[src/rtl/symbol_serializer_10b.sv]
// Symbol serializer: buffers 10-bit 8b/10b symbols in a small FIFO and shifts
// them out LSB first, one bit per clk. When the FIFO is empty at a symbol
// boundary, a K28.5 comma of the polarity selected by the running disparity
// is inserted so the line stays DC balanced.
//
// Handshake: a symbol is transferred on the rising clk edge where both
// symbol_valid_i and symbol_ready_o are high. symbol_ready_o is a register
// (no combinational path from symbol_valid_i), low in reset, and high
// whenever the FIFO has at least one free entry. Upstream may hold
// symbol_valid_i and symbol_i until it sees the transfer.
module symbol_serializer_10b #(
    parameter int         FIFO_DEPTH = 4,
    parameter logic [9:0] IDLE_RDN   = 10'b0101111100,
    parameter logic [9:0] IDLE_RDP   = 10'b1010000011
) (
    input  logic                          clk,
    input  logic                          reset,
    input  logic [9:0]                    symbol_i,
    input  logic                          symbol_valid_i,
    output logic                          symbol_ready_o,
    output logic                          serial_o,
    output logic                          symbol_start_o,
    output logic                          idle_o,
    output logic                          rd_o,
    output logic [$clog2(FIFO_DEPTH):0]   fifo_level_o
);

    localparam int AW = $clog2(FIFO_DEPTH);
    localparam int LW = AW + 1;
    localparam logic [LW-1:0] DEPTH_L = LW'(FIFO_DEPTH);

    logic [9:0]    mem [0:FIFO_DEPTH-1];
    logic [AW-1:0] wr_ptr;
    logic [AW-1:0] rd_ptr;
    logic [LW-1:0] level_next;
    logic [3:0]    bit_cnt;
    logic [8:0]    shreg;

    logic          boundary;
    logic          push;
    logic          pop;
    logic [9:0]    load_sym;
    logic [3:0]    load_ones;

    function automatic logic [3:0] count_ones(input logic [9:0] v);
        logic [3:0] n;
        n = '0;
        for (int i = 0; i < 10; i++) begin
            n = n + {3'b000, v[i]};
        end
        return n;
    endfunction

    // Boundary, transfer and next-symbol selection; pop uses the level before any same-edge push.
    always_comb begin
        boundary  = (bit_cnt == 4'd9);
        push      = symbol_valid_i && symbol_ready_o;
        pop       = boundary && (fifo_level_o != '0);
        load_sym  = rd_o ? IDLE_RDP : IDLE_RDN;
        if (pop) begin
            load_sym = mem[rd_ptr];
        end
        load_ones = count_ones(load_sym);
        level_next = fifo_level_o;
        if (push && !pop) begin
            level_next = fifo_level_o + 1'b1;
        end else if (!push && pop) begin
            level_next = fifo_level_o - 1'b1;
        end
    end

    // FIFO storage; written only on an accepted transfer, contents need no reset.
    always_ff @(posedge clk) begin
        if (push) begin
            mem[wr_ptr] <= symbol_i;
        end
    end

    // Pointers, level, ready, bit counter, shift register and running disparity.
    always_ff @(posedge clk) begin
        if (!reset) begin
            wr_ptr         <= '0;
            rd_ptr         <= '0;
            fifo_level_o   <= '0;
            symbol_ready_o <= 1'b0;
            bit_cnt        <= 4'd9;
            shreg          <= '0;
            serial_o       <= 1'b0;
            symbol_start_o <= 1'b0;
            idle_o         <= 1'b0;
            rd_o           <= 1'b0;
        end else begin
            fifo_level_o   <= level_next;
            symbol_ready_o <= (level_next < DEPTH_L);
            if (push) begin
                wr_ptr <= wr_ptr + 1'b1;
            end
            if (boundary) begin
                bit_cnt        <= 4'd0;
                serial_o       <= load_sym[0];
                shreg          <= load_sym[9:1];
                symbol_start_o <= 1'b1;
                idle_o         <= !pop;
                if (pop) begin
                    rd_ptr <= rd_ptr + 1'b1;
                end
                // Unbalanced codes other than 4/6 ones leave RD alone; the check flags them in simulation.
                assert (load_ones == 4'd4 || load_ones == 4'd5 || load_ones == 4'd6);
                if (load_ones == 4'd6) begin
                    rd_o <= 1'b1;
                end else if (load_ones == 4'd4) begin
                    rd_o <= 1'b0;
                end
            end else begin
                bit_cnt        <= bit_cnt + 4'd1;
                serial_o       <= shreg[0];
                shreg          <= {1'b0, shreg[8:1]};
                symbol_start_o <= 1'b0;
            end
        end
    end

endmodule
[config.mk]
export PLATFORM = sky130hd
export DESIGN_NAME = symbol_serializer_10b
export DESIGN_NICKNAME = d
export VERILOG_FILES = /design/src/rtl/symbol_serializer_10b.sv
export SDC_FILE = /design/constraint.sdc
export NUM_CORES = 1
export LEC_CHECK = 0
export CORE_UTILIZATION = 45
export CTS_BUF_LIST = sky130_fd_sc_hd__clkbuf_4
export DETAILED_ROUTE_END_ITERATION = 6
export GPL_TIMING_DRIVEN = 1
export SLEW_MARGIN = 20
export SYNTH_ARGS = -nofsm -noshare
export SYNTH_HDL_FRONTEND = slang
export SYNTH_SLANG_ARGS = --single-unit
[constraint.sdc]
create_clock -name clk -period 4.6 [get_ports clk]
set_input_delay 1.15 -clock clk [delete_from_list [all_inputs] [get_ports clk]]
set_output_delay 1.15 -clock clk [all_outputs]
set_load 0.05 [all_outputs]
After elaboration in Yosys (flattened, before gate mapping):

Memories as Yosys holds them, arrays and structs flattened. A register that Yosys moved wholly into a read port is not among the register bits.
Index checks and enable logic that the tools add are counted.

* bits in registers: 25
* bits in writable memories: 40
* input bits: 13
* output and inout port bits: 8
* word-level logic and storage cells: 58
* memories kept: 1

Memories
* mem: depth 4, bits a word 10, rd ports 1, clocked after Yosys merged registers in 1, wr ports 1, line 32 `logic [9:0] mem [0:FIFO_DEPTH-1];`

* $add $sub $neg: 14
* order comparisons: 1
* equal/unequal tests: 3
* multiplexer cells: 14
* bitwise operators: 1
* reductions and logical operators: 12

Operators by type and width (count)
* 4-bit by 1-bit adder with 4-bit output: 6
* 10-bit 2-to-1 mux: 2
* 4-bit by 3-bit equality test with 1-bit output, second input constant: 2
* 8-bit 2-to-1 mux: 1
* 1-bit 2-to-1 mux: 6
* 3-bit 2-to-1 mux: 2
* 2-bit AND reduction: 3
* 2-bit by 1-bit adder with 2-bit output, second input constant: 2
* 3-bit by 1-bit adder with 4-bit output: 1
* 4-bit by 1-bit adder with 4-bit output, second input constant: 1
* 4-bit equality test, second input constant: 1
* 1-bit logical AND: 4
* 2-bit 2-to-1 mux: 2
* 4-bit 2-to-1 mux: 1
* 2-bit by 1-bit adder with 3-bit output: 1
* 3-bit by 1-bit adder with 3-bit output, second input constant: 1
* 3-bit less-than comparator, second input constant: 1
* 3-bit nonzero test: 1
* 3-bit by 1-bit subtractor with 3-bit output, second input constant: 1
* 1-bit by 1-bit adder with 2-bit output: 1
* 1-bit logical NOT: 2
* 2-bit nonzero test: 1
* 2-bit OR reduction: 1
* 1-bit NOT: 1

Longest topological paths before layout:

Gate-level depths: netlist of run 1.

* depth in word-level cells: 15
* depth in mapped cells: 16
* gate-level depth less buffers: 15

Least setup slack after synthesis of run 1:

Ideal clock, no wire load.

* path kind: register to register
* start: register fifo_level_o[0]
* end: register rd_o
* library setup time: 0.072 ns
* data arrival time: 4.466 ns
* required time: 4.528 ns
* path slack: 0.062 ns
* stages on the path, launching flop included: 15
* path buffers: 1
* clock period less this slack: 4.538 ns
* cell sequence: dfxtp_1 > inv_1 > ha_1 > nand2b_1 > and2_1 > buf_6 > mux2i_1 > fa_1 > fa_1 > fa_1 > inv_1 > ha_1 > fa_1 > a2111oi_0 > mux2i_1

* cells in the longest elaborated chain, start to end: 15
* elaborated cells on any way between the ends: 17
* those cells by class: add/sub (9); eq/ne (2); mux (2); reduce/logical (4)

Ends and longest elaborated chain
* from (decl): line 25 `output logic [$clog2(FIFO_DEPTH):0] fifo_level_o`
* from (signal assigned): line 93 `fifo_level_o <= level_next;`
* 3-bit nonzero test *: line 58 `pop = boundary && (fifo_level_o != '0);`
* 1-bit logical AND *: line 58
* 10-bit 2-to-1 mux *: line 60 `if (pop) begin`
* 1-bit by 1-bit adder with 2-bit output: line 49 `n = n + {3'b000, v[i]};`
* 2-bit by 1-bit adder with 3-bit output: line 49
* 3-bit by 1-bit adder with 4-bit output: line 49
* 4-bit by 1-bit adder with 4-bit output (5 in a row): line 49
* 4-bit by 1-bit adder with 4-bit output *: line 49
* 4-bit by 3-bit equality test with 1-bit output, on equally long branches: line 109, 111
* 2-bit nonzero test (no source line)
* 2-bit AND reduction (no source line)
* to (signal assigned): line 91 `rd_o <= 1'b0;`
* to (signal assigned): line 110 `rd_o <= 1'b1;`
* to (signal assigned): line 112 `rd_o <= 1'b0;`
* to (decl): line 24 `output logic rd_o,`

Every way passes the cells marked *; elsewhere a longest branch is shown, timed or not.
A chain may end at the register's enable or synchronous reset.

Worst setup path in the final report of run 1:

Same ends and word-level chain as after synthesis.

==> reports/results.ini, run 1 <==
[outcome]
outcome = complete, no violations

[worst_setup_path]
reg2reg_slack_ns = 0.25
worst_r2r_path_depth = 13
cp_slowest_cell = fa_1
critical-path-top-delay-family = adder cells
cp.depth = 13
worstPathArrival_ns = 4.71
crit_fanout = 8
slowest_delay_ns = 0.52
path_common_cell = fa_1
critical_path_class = register to register
worst_setup_path_start_kind = register
endpoint_kind = register
worstPathCellList = inv_1, ha_1, nand2b_1, and2_2, mux2i_1, fa_1, fa_1, fa_1, inv_1, ha_1, fa_1, a2111oi_2, mux2i_1
critPathRequiredTime_ns = 4.96
crit_buf_inv = 2

[clock_tree]
cts_setup_buffers = 0
cts.htree.levels = 3
cts_tree = done
clk_latency_ns = 0.41
hold_buffers = 0
clockBufferDepth = 2
post_cts_resized = 1
clock-sinks = 67
cts_inserted_buffers = 9
root_buffer = clkbuf_4
clk_pin_slew_ns = 0.12

[die]
die_x_um = 81.66
initial_core_util_pct = 47.38
die_area_sq_mm = 0.006668
rows = 28
die_height_um = 81.66
core_area_sq_mm = 0.006026
num_io_pins = 21

[yosys]
async_reset_ff_share_pct = 0
synth_area_sq_mm = 0.002855
ys_types = 34
yosysWarnings = 0
synthFlopType = edfxtp_1
syn_inst = 205
yosysSeqAreaShare_pct = 61.00
avgSynthCellArea_sq_um = 13.93
synth-edff-count = 40
ys_ff_latch = 67
syn_nets = 237

[cells_and_area]
regArea_sq_mm = 0.001742
final_util_pct = 54.48
fill_cells = 509
final_cell_mix = edfxtp_1, dfxtp_1, nor2_1, clkdlybuf4s50_1, inv_1
diodes = 0
multi_input_area_sq_mm = 0.001023
syn_to_final_growth_pct = 14.99
drive_gt1_share_pct = 13.08
layout.nets = 264
mostFrequentLayoutCell = edfxtp_1

[timing]
setup_viol = 0
skew_ns = 0.01442
tightest_slew_ns = 0.6697
drv_slew = 0
finalHoldViolCount = 0
fin_setup_tns_ns = 0
timing.final.crit_share_pct = 94.67
hold_slack_ns = 0.5043
max_freq_ghz = 0.2296
fin_crit_ns = 4.355
relSlewSlack_pct = 54.88
rsz0062_at_grt = false

[drt]
wire_per_inst_um = 16.63
drtIter0Drc = 78
drt_first_pass_iters = 4
drtAntennaViolNets = 0
wl_um = 5189
vias = 1672
drc_errors = 0
post_drt_via_cell_ratio = 5.359

[placement]
dp_hpwl_um = 3573
gp_congestion = 0.8075
portBuffers = 20

[min_path]
hold_class = register to register
hold_depth = 2

[grt]
grt_util_all_layers_pct = 17.83
antenna_found_initial = 0
grt_pass1_vias = 1721
grt_pass1_wl_um = 8293
grt_max_degree = 22
grt.overflow.total = 0

[power]
seq_power_share_pct = 41.3
p_sw_uw = 624.7
netSwitchingFraction_pct = 35.41
p_leak_nw = 1.218
pwr-share-comb_pct = 35.6
power.density_mw_per_mm2 = 537.3
intPower_mw = 1.140
vdd_drop_max_uv = 384.7
pwr-share-clk_pct = 23.0
p_total_mw = 1.764

[job]
drv_cap = 0

[tightest hold or removal path: stages (launching register included)]
cell and delay, ns:
dfxtp_1 0.32, o21ai_0 0.08, nor2_1 0.08
[flip-flops by register name (all words and copies together), names as in the netlist, named ones only]
name / flops
idle_o: 1
wr_ptr: 2
serial_o: 1
shreg: 9
rd_o: 1
mem: 40
rd_ptr: 2
fifo_level_o: 3
symbol_start_o: 1
bit_cnt: 4
symbol_ready_o: 1
[kinds of logic after synthesis]
family	synth area share [%]
compound gates	5.390
xor+xnor	1.840
fa+ha+maj	9.904
buf+inv	3.418
flops	61.00
mux	9.904
simple gates	8.545
[power by group through the flow]
stage	logic [mW]	registers (mW)	clock network, mW
after detailed placement	0.597	0.744	0
after floorplan	0.402	0.785	0
final	0.628	0.729	0.407
after global routing	0.711	0.737	0.448
after global placement	0.554	0.739	0
after CTS	0.611	0.730	0.421
[final timing paths]
check | startpoint | endpoint
hold reg to reg | shreg[2]$_SDFF_PN0_ | shreg[1]$_SDFF_PN0_
setup / recovery | fifo_level_o[0]$_SDFFE_PN0P_ | rd_o$_SDFFE_PN0P_
setup reg to reg | fifo_level_o[0]$_SDFFE_PN0P_ | rd_o$_SDFFE_PN0P_
hold / removal | shreg[2]$_SDFF_PN0_ | shreg[1]$_SDFF_PN0_
[layout make-up]
type,instances,share of cell area (%)
Multi-Input combinational cell,117,31.17
Sequential cell,67,53.05
Clock buffer,9,2.058
Inverter,14,1.601
Timing Repair Buffer,23,6.784
Tap cell,75,2.858
Clock inverter,7,2.477
[per-stage QoR]
| stage | cells | setup WS, ns | area [sq um] |
|---|---|---|---|
| final | 312 | 0.2451 | 3283 |
| after global placement | 296 | 0.2797 | 3127 |
| after global routing | 312 | 0.005540 | 3283 |
| after CTS | 312 | 0.05907 | 3277 |
| after detailed placement | 296 | 0.02144 | 3127 |
| after floorplan | 205 | 0.06240 | 2855 |
[synthesized netlist by cell type, types with 2 or more instances]
cell type | number | area (sq um)
clkbuf_1 | 2 | 7.510
o22ai_1 | 5 | 31.28
xor2_1 | 2 | 17.52
inv_1 | 14 | 52.55
mux4_1 | 2 | 52.55
mux4_2 | 8 | 180.2
nand2_1 | 11 | 41.29
o21ai_0 | 9 | 45.04
edfxtp_1 | 40 | 1201
buf_2 | 2 | 10.01
buf_6 | 2 | 22.52
fa_1 | 6 | 120.1
xnor2_1 | 4 | 35.03
a211oi_1 | 2 | 15.01
mux2i_1 | 5 | 50.05
a21oi_1 | 6 | 30.03
and2_1 | 2 | 12.51
dfxtp_1 | 27 | 540.5
ha_1 | 13 | 162.7
nor2_1 | 22 | 82.58
and3_1 | 8 | 50.05
[metal layers]
layer / wire (um) / vias up / track usage, %
met2: 2611 / 42 / 30.58
met1: 2260 / 825 / 20.59
met4: 69 / 0 / 7.368
met5: 0 / - / 0
met3: 248 / 8 / 5.667
li1: - / 797 / -
No activity file was read; power rests on OpenSTA's default activity.
==> inputs of run 2 (changes only) <==
--- a/config.mk
+++ b/config.mk
@@ -5,10 +5,11 @@
 export SDC_FILE = /design/constraint.sdc
 export NUM_CORES = 1
 export LEC_CHECK = 0
-export CORE_UTILIZATION = 45
+export CORE_UTILIZATION = 35
 export CTS_BUF_LIST = sky130_fd_sc_hd__clkbuf_4
 export DETAILED_ROUTE_END_ITERATION = 6
 export GPL_TIMING_DRIVEN = 1
+export PLACE_DENSITY = 0.6
 export SLEW_MARGIN = 20
 export SYNTH_ARGS = -nofsm -noshare
 export SYNTH_HDL_FRONTEND = slang
==> run 2 against run 1 <==
Net effect: power rose by 4.8%; die area rose by 28%; clock power rose by 23%; combinational power fell by 1%; largest cell class unchanged; critical path type unchanged; sequential share of layout area fell by 1.4 points; routed wire length fell by 6.2%; sequential power barely moved; via count fell by 4.2%; largest power group unchanged.
==> reports/results.ini, run 2 (synthesis gave the netlist of run 1 again) <==
[worst_setup_path]
critical_path_class = register to register
crit_buf_inv = 3  ; +1
critical-path-top-delay-family = adder cells
worstPathCellList = inv_1, ha_1, and3b_1, and2_1, buf_4, nor2_2, nor2_1, fa_1, fa_1, fa_1, inv_1, ha_1, fa_1, a2111oi_2, mux2i_1
crit_fanout = 8  ; unchanged
slowest_delay_ns = 0.51  ; about the same
cp_slowest_cell = fa_1
critPathRequiredTime_ns = 4.93  ; -0.03 ns
endpoint_kind = register
path_common_cell = fa_1
worstPathArrival_ns = 4.56  ; -0.15 ns
worst_setup_path_start_kind = register

[timing]
drv_slew = 0  ; unchanged
max_freq_ghz = 0.2364  ; +2.9%
setup_ws_ns = 0.3694  ; +0.1243 ns
tightest_slew_ns = 0.6581  ; -0.01158 ns
setup_viol = 0  ; unchanged
skew_ns = 0.01084  ; -0.003577 ns
rsz0062_at_grt = false
relSlewSlack_pct = 55.66  ; +0.78 points
finalHoldViolCount = 0  ; unchanged
timing.final.crit_share_pct = 91.97  ; -2.7 points
fin_setup_tns_ns = 0  ; unchanged
fin_crit_ns = 4.231  ; -0.1243 ns

[die]
die_height_um = 92.32  ; +13%
initial_core_util_pct = 36.57  ; -11 points
core_area_sq_mm = 0.007807  ; +30%
die_x_um = 92.32  ; +13%
rows = 32  ; +14%
die_area_sq_mm = 0.008523  ; +28%
num_io_pins = 21  ; unchanged

[drt]
wire_per_inst_um = 14.27  ; -14%
post_drt_via_cell_ratio = 4.698  ; -12%
wl_um = 4867  ; -6.2%
drtAntennaViolNets = 0  ; unchanged
drc_errors = 0  ; unchanged
drtIter0Drc = 87  ; +12%
drt_first_pass_iters = 4  ; unchanged
vias = 1602  ; -4.2%

[cells_and_area]
syn_to_final_growth_pct = 18.19
layout.nets = 266  ; +0.76%
largest_reg_flops = 40  ; unchanged
largestRegisters = mem: 40 flops, shreg: 9 flops, bit_cnt: 4 flops
drive_gt1_share_pct = 13.39  ; +0.31 points
regMostFlops = mem
mostFrequentLayoutCell = edfxtp_1
fin_area_sq_mm = 0.003374  ; +2.8%
diodes = 0  ; unchanged
final_cell_mix = edfxtp_1, dfxtp_1, nor2_1, clkdlybuf4s50_1, inv_1
fill_cells = 718  ; +41%

[placement]
gp_congestion = 0.7692  ; -4.7%
dp_hpwl_um = 3313  ; -7.3%
post_dp_cell_area_sq_mm = 0.003176  ; +1.6%
portBuffers = 20  ; unchanged
preCtsSetupSlack_ns = 0.2248  ; +0.2033 ns

[power]
p_leak_nw = 1.245  ; +2.2%
power.density_mw_per_mm2 = 548.1  ; +2.0%
p_total_mw = 1.850  ; +4.8%
vdd_drop_max_uv = 230.5  ; -40%

[grt]
grt_pass1_wl_um = 8079  ; -2.6%
grt_util_all_layers_pct = 12.71  ; -5.1 points
grt.overflow.total = 0  ; unchanged
antenna_found_initial = 0  ; unchanged
grt_max_degree = 22  ; unchanged
grt_pass1_vias = 1625  ; -5.6%

[clock_tree]
root_buffer = clkbuf_4
clk_pin_slew_ns = 0.11  ; about the same
clock-sinks = 67  ; unchanged
cts.htree.levels = 3  ; unchanged
hold_buffers = 0  ; unchanged
clockBufferDepth = 2  ; unchanged
clk_latency_ns = 0.40  ; about the same
cts_inserted_buffers = 9  ; unchanged
cts_tree = done

[outcome]
outcome = complete, no violations

[job]
drv_cap = 0  ; unchanged

[min_path]
hold_class = register to register

run 2: per-stage QoR:
stage	hold WS (ns)	utilization, %	std cells
final	0.5020	43.22	341
after global routing	0.5505	43.22	341
after CTS	0.5057	43.14	341
after detailed placement	0.4784	40.67	325
after global placement	0.4710	40.67	325
after floorplan	0.4526	-	205
run 2: timing repair:
action	CTS	global route
setup endpoints to repair	0	1
resized for setup	0	2
setup buffers	0	0
endpoints found under the hold margin	0	0
run 2: path summary, 6_finish.rpt:
check,depth (start not counted),endpoint,slack (ns),from
max,15,rd_o$_SDFFE_PN0P_,0.37,bit_cnt[1]$_SDFF_PP0_
min,2,shreg[5]$_SDFF_PN0_,0.50,shreg[6]$_SDFF_PN0_
max reg2reg,15,rd_o$_SDFFE_PN0P_,0.37,bit_cnt[1]$_SDFF_PP0_
min reg2reg,2,shreg[5]$_SDFF_PN0_,0.50,shreg[6]$_SDFF_PN0_
run 2: tightest hold or removal path, stage by stage, from the launching register on:
cell     delay, ns
dfxtp_1       0.33
o22ai_1       0.07
nor2_1        0.07
run 2: cell type report:
type | count | area, sq um | share of cell area, %
clock buffer | 9 | 67.56 | 2.002
sequential | 67 | 1742 | 51.61
clock inverter | 7 | 125.1 | 3.708
tap | 102 | 127.6 | 3.782
timing repair buffer | 25 | 237.7 | 7.045
inverter | 14 | 52.55 | 1.557
multi-input combinational | 117 | 1022 | 30.29
run 2: per-layer routing:
layer	part of all wire (%)	vias up	global-route usage, %	wire length [um]
li1	-	798	-	-
met1	48	768	16.81	2354
met2	47	31	19.32	2292
met4	0.95	0	5.859	46
met5	0	-	0	0
met3	3.6	5	3.612	174
run 2: where the power goes:
group | switching [mW] | internal (mW)
Clock | 0.219 | 0.280
Combinational | 0.349 | 0.273
Sequential | 0.0302 | 0.699
Total | 0.599 | 1.25
